**src/rtl/mem_stage.sv**
```systemverilog
// rtl/mem_stage.sv - MEM pipeline stage: load data select/extend, write-back formation, forwarding
//
// Ports:
//   clk, reset                      clock, synchronous active-high reset
//   ex_to_mem_valid / mem_allow_in  EX -> MEM handshake
//   ex_*                            EX payload (pc, alu result/address, load op, rf write, store info)
//   data_sram_rdata                 synchronous SRAM read data, valid in the load's first MEM cycle
//   wb_allow_in / mem_to_wb_valid   MEM -> WB handshake
//   mem_pc, mem_sram_*              latched payload passed through to WB
//   mem_rf_we/waddr/wdata           final register-file write
//   mem_fwd_we/waddr/wdata          forwarding bus back to ID
//   mem_ale                         misaligned load detected
//   mem_valid                       stage occupancy
module mem_stage #(
  parameter int ALIGN_CHECK = 1
) (
  input  logic        clk,
  input  logic        reset,
  input  logic        ex_to_mem_valid,
  output logic        mem_allow_in,
  input  logic [31:0] ex_pc,
  input  logic [31:0] ex_result,
  input  logic [2:0]  ex_ld_op,
  input  logic [3:0]  ex_rf_we,
  input  logic [4:0]  ex_rf_waddr,
  input  logic [3:0]  ex_sram_we,
  input  logic [31:0] ex_sram_wdata,
  input  logic [31:0] data_sram_rdata,
  input  logic        wb_allow_in,
  output logic        mem_to_wb_valid,
  output logic [31:0] mem_pc,
  output logic [3:0]  mem_sram_we,
  output logic [31:0] mem_sram_wdata,
  output logic [31:0] mem_sram_addr,
  output logic [3:0]  mem_rf_we,
  output logic [4:0]  mem_rf_waddr,
  output logic [31:0] mem_rf_wdata,
  output logic        mem_fwd_we,
  output logic [4:0]  mem_fwd_waddr,
  output logic [31:0] mem_fwd_wdata,
  output logic        mem_ale,
  output logic        mem_valid
);

  localparam logic [2:0] LD_B  = 3'b001;
  localparam logic [2:0] LD_H  = 3'b010;
  localparam logic [2:0] LD_W  = 3'b011;
  localparam logic [2:0] LD_BU = 3'b101;
  localparam logic [2:0] LD_HU = 3'b110;

  logic        ready_go;
  logic        align_en;
  logic [31:0] mem_result;
  logic [2:0]  mem_ld_op;
  logic [3:0]  mem_rf_we_raw;
  logic        rdata_held;
  logic [31:0] rdata_hold;
  logic [31:0] rdata;
  logic [7:0]  ld_byte;
  logic [15:0] ld_half;

  assign ready_go        = 1'b1;
  assign align_en        = (ALIGN_CHECK != 0);
  assign mem_allow_in    = !mem_valid || (ready_go && wb_allow_in);
  assign mem_to_wb_valid = mem_valid && ready_go;

  always_ff @(posedge clk) begin
    if (reset) begin
      mem_valid      <= 1'b0;
      mem_pc         <= '0;
      mem_result     <= '0;
      mem_ld_op      <= '0;
      mem_rf_we_raw  <= '0;
      mem_rf_waddr   <= '0;
      mem_sram_we    <= '0;
      mem_sram_wdata <= '0;
      rdata_held     <= 1'b0;
      rdata_hold     <= '0;
    end else begin
      if (mem_allow_in) begin
        mem_valid <= ex_to_mem_valid;
      end
      if (mem_allow_in && ex_to_mem_valid) begin
        mem_pc         <= ex_pc;
        mem_result     <= ex_result;
        mem_ld_op      <= ex_ld_op;
        mem_rf_we_raw  <= ex_rf_we;
        mem_rf_waddr   <= ex_rf_waddr;
        mem_sram_we    <= ex_sram_we;
        mem_sram_wdata <= ex_sram_wdata;
      end
      // The SRAM only presents the load data for one cycle; capture it so a
      // stalled load keeps returning the same value.
      if (mem_valid && !rdata_held) begin
        rdata_hold <= data_sram_rdata;
      end
      if (mem_allow_in) begin
        rdata_held <= 1'b0;
      end else if (mem_valid) begin
        rdata_held <= 1'b1;
      end
    end
  end

  assign rdata = rdata_held ? rdata_hold : data_sram_rdata;

  always_comb begin
    ld_byte = rdata[7:0];
    case (mem_result[1:0])
      2'd0: ld_byte = rdata[7:0];
      2'd1: ld_byte = rdata[15:8];
      2'd2: ld_byte = rdata[23:16];
      2'd3: ld_byte = rdata[31:24];
      default: ld_byte = rdata[7:0];
    endcase
    ld_half = mem_result[1] ? rdata[31:16] : rdata[15:0];
  end

  always_comb begin
    mem_rf_wdata = mem_result;
    case (mem_ld_op)
      LD_B:    mem_rf_wdata = {{24{ld_byte[7]}}, ld_byte};
      LD_BU:   mem_rf_wdata = {24'd0, ld_byte};
      LD_H:    mem_rf_wdata = {{16{ld_half[15]}}, ld_half};
      LD_HU:   mem_rf_wdata = {16'd0, ld_half};
      LD_W:    mem_rf_wdata = rdata;
      default: mem_rf_wdata = mem_result;
    endcase
  end

  assign mem_ale = align_en && mem_valid &&
                   ((((mem_ld_op == LD_H) || (mem_ld_op == LD_HU)) && mem_result[0]) ||
                    ((mem_ld_op == LD_W) && (mem_result[1:0] != 2'b00)));

  assign mem_rf_we     = (mem_valid && !mem_ale) ? mem_rf_we_raw : 4'b0000;
  assign mem_sram_addr = mem_result;
  assign mem_fwd_we    = |mem_rf_we;
  assign mem_fwd_waddr = mem_rf_waddr;
  assign mem_fwd_wdata = mem_rf_wdata;

endmodule

```
**config.mk**
```make
export PLATFORM = sky130hd
export DESIGN_NAME = mem_stage
export DESIGN_NICKNAME = d
export VERILOG_FILES = /design/src/rtl/mem_stage.sv
export SDC_FILE = /design/constraint.sdc
export NUM_CORES = 1
export LEC_CHECK = 0
export ABC_AREA = 1
export BUFFER_PORTS_ARGS = -buffer_cell sky130_fd_sc_hd__buf_2
export CORE_AREA = 5 5 110 189
export CTS_CLUSTER_DIAMETER = 120
export DETAILED_ROUTE_END_ITERATION = 10
export DIE_AREA = 0 0 115 194
export PLACE_DENSITY_LB_ADDON = 0.3
export SYNTH_ARGS = -nofsm -noshare
export SYNTH_HDL_FRONTEND = slang
export SYNTH_SLANG_ARGS = --single-unit
```
**constraint.sdc**
```tcl
create_clock -name clk -period 1.6 [get_ports clk]
set_input_delay 0.16 -clock clk [delete_from_list [all_inputs] [get_ports clk]]
set_output_delay 0.16 -clock clk [all_outputs]
set_load 0.02 [all_outputs]
```
==> metrics.csv <==
stage;metric;value;unit
status;status;complete, but fails checks;
status;failing checks;negative setup slack;
clock_tree;clock root cell;clkbuf_16;
global_route;first-pass GRT wire length;45.8;mm
min_path;Worst Min Path Start;ex_sram_wdata[9];
place;placed cell count;1557;
synth;largest family of logic cells by synthesized area;simple AND/OR/NAND/NOR gates;
synth;Mapped Area;0.00691;sq mm
worst_setup_path;crit path launch;mem_sram_addr[1]$_SDFFE_PP0P_;
synth;#FFs+latches synth;146;
clock_tree;clock sinks;146;
synth;area share of the largest cell type after synthesis;42.3;%
global_route;initial antenna violation count;4;
synth;unique cell type count in the Yosys netlist;22;
worst_setup_path;R2R depth;7;
worst_setup_path;CP Capture Type;output pin;
worst_setup_path;crit-path max FO;5;
layout;Layout Nets;1592;
timing;final hold violation count;0;
pwr;Worst IR Drop VDD;1.08;mV
synth;post-synthesis sequential area ratio;42.3;%
drt;DRC Markers;0;
pwr;Lkg Pwr;5.89;nW
floorplan;starting density of the core;36.1;%
timing;Slew HR;64.7;%
synth;Synth area leaders;dfxtp_1 (42%), nor2_1 (13%), nand2_1 (10%);
clock_tree;Max Buffers Root-to-Sink;2;
clock_tree;CTS Buf Count;17;
worst_setup_path;critical path class;reg -> out;
pwr;total chip power;12.6;mW
worst_setup_path;Reg2Reg Launch Point;mem_to_wb_valid$_SDFFE_PP0N_;
worst_setup_path;CP cell instances;inv_1 -> nor2_2 -> nand2_1 -> nand2_1 -> inv_1 -> nand2_2 -> nand3_4 -> clkbuf_16 -> nand3_2 -> buf_6;
synth;Gate Count Post-Synth;1033;
timing;Least-Margin Pin Slew;530;ps
synth;Synth Area in Adders;0;%
timing;Setup-failing EPs final;70;
timing;final worst path period share;132;%
timing;RSZ-0062 raised after global routing;yes;
clock_tree;clock latency at the later pin of the worst-skew pair;430;ps
timing;Final WS setup;-519;ps
worst_setup_path;CP arrival;1960;ps
pwr;Power Density;1040;mW/mm^2
synth;Synth Area in Compound Gates;15.4;%
drt;Vias per Instance;5.21;
place;Setup WS pre-CTS;-170;ps
layout;Layout area overhead;74.9;%
synth;proportion of synthesized area in mux cells;0;%
timing;Final Skew;11.3;ps
drt;initial DRC count;619;
drt;DR pass1 iterations;5;
timing;Tmin final;2120;ps
global_route;All-Layer GR Usage;26.5;%
worst_setup_path;Max stage delay on crit path;370;ps
worst_setup_path;Req. time, crit path;1440;ps
synth;Syn Nets;1181;
synth;post-synthesis simple-gate area fraction;31.1;%
layout;post-route insts no fill;1699;
worst_setup_path;crit path max-delay cell type;dfxtp_4;
layout;layout cell share with drive strength beyond 1;41.5;%
layout;FILL cells;1573;
min_path;Worst Hold Path Cells;3;
place;Port Buffers;330;
timing;Peak Freq;472;MHz
synth;Post-Synth XOR/XNOR Area;0;%
synth;synth warn;0;
min_path;worst hold path class;in -> reg;
clock_tree;clk slew on worst S/H paths;60;ps
job;number of max-cap violations;0;
timing;fin. max-slew vios;0;
clock_tree;CTS H-tree depth;4;
floorplan;die height;194;um
drt;routed vias;8855;
floorplan;Core Area;0.0191;sq mm
global_route;number of global-route vias before repair;8480;
synth;Syn Area/Cell;6.69;sq um
drt;final WL;32.1;mm
floorplan;Cell Rows;67;
drt;remaining antenna violation count;0;
drt;DR WL/cell;18.9;um
clock_tree;CTS tree;built;
place;Detailed Place HPWL;21.0;mm
floorplan;overall die area;0.0223;sq mm
global_route;largest net degree at the start of global routing;104;
worst_setup_path;startpoint types;register;
timing;Setup TNS;-31300;ps
place;global placement routability congestion;0.985;
floorplan;I/O pins;331;
synth;Synth area leader;dfxtp_1;
floorplan;die width;115;um
global_route;total global routing overflow;0;
==> sequential cells by signal, indices dropped and copies added (netlist names) <==
| name | cells |
|---|---|
| mem_fwd_waddr | 5 |
| mem_ld_op | 3 |
| mem_pc | 32 |
| mem_rf_we_raw | 4 |
| mem_sram_addr | 32 |
| mem_sram_wdata | 32 |
| mem_sram_we | 4 |
| mem_to_wb_valid | 1 |
| rdata_held | 1 |
| rdata_hold | 32 |
==> routing by layer <==
metal	part of all wire (%)	routed length [um]	vias to the layer above	global-route usage, %
met3	6.9	2210	153	6.03
met1	32	10200	4093	25.5
li1	-	-	4133	-
met4	7.4	2370	6	15.9
met2	54	17300	470	49.2
met5	0.087	28	-	0
==> cell families after synthesis <==
kind of cell	after synthesis
AND/OR/NAND/NOR	533
buffers and inverters	143
AO/OA/AOI/OAI	211
flip-flops	146
==> per-stage QoR <==
stage	hold slack (ps)	util (%)	instance area [sq um]
2_1_floorplan	306	-	7090
3_3_place_gp	394	47.0	8990
3_5_place_dp	399	47.0	8990
4_1_cts	0.574	58.7	11200
5_1_grt	12.5	63.2	12100
6_report	3.54	63.2	12100
==> worst max-delay path, delay by kind of cell (launching register included) <==
| family | cells | cell delay [ps] |
|---|---|---|
| AND/OR/NAND/NOR | 6 | 650 |
| buffers and inverters | 4 | 510 |
| flip-flops | 1 | 370 |
==> final timing paths <==
kind	end	slack (ps)
hold reg to reg	rdata_hold[8]$_SDFFE_PP0P_	460
setup reg to reg	mem_sram_addr[14]$_SDFFE_PP0P_	40
hold / removal	mem_sram_wdata[9]$_SDFFE_PP0P_	4
setup / recovery	mem_fwd_wdata[19]	-520
==> report_power, final <==
group | switching, mW | leakage [nW] | internal [mW]
clock | 1.65 | 0.329 | 3.01
combinational | 2.22 | 4.34 | 1.64
sequential | 0.180 | 1.21 | 3.91
==> layout by cell type (no fill, tap or decap), types with 4 or more instances in the layout <==
cell type	count
a21oi_1	54
nand3_1	44
inv_2	9
nand3_2	20
inv_1	25
o21ai_0	92
nand3_4	29
a21oi_4	7
nand2_2	34
bufinv_16	6
dfxtp_4	5
nor2_1	225
nor2_2	16
nand2_4	10
o21ai_1	32
buf_2	260
buf_12	13
nor2_4	8
buf_6	70
dlygate4sd3_1	92
dfxtp_1	140
o21ai_2	4
nand2_1	144
clkbuf_16	23
a21oi_2	19
buf_4	53
==> repair_timing <==
action,CTS,global route
pin swaps,16,24
endpoints found under the setup margin,70,73
gates cloned,2,6
hold buffers,92,0
buffers inserted,2,7
gates resized for setup,184,154
hold endpoints to repair,92,0
==> Yosys cell counts, drive strengths merged <==
cell    count
clkbuf     21
o211ai      2
dfxtp     146
o21ai     128
nand2     189
inv        37
a21oi      80
a211oi      1
nand3      93
nor2      249
or2         1
and2        1
buf        85
==> final cells by class <==
cell class / count / area (sq um) / share of cell area, %
clock inverters: 13 / 231 / 1.92
flip-flops and latches: 146 / 2940 / 24.4
diodes: 1 / 2.50 / 0.0207
clock buffers: 19 / 453 / 3.75
well taps: 241 / 302 / 2.50
repair buffers: 498 / 3910 / 32.3
multi-input cells: 744 / 4090 / 33.9
inverters: 37 / 150 / 1.24
(Power assumes the default switching activity.)
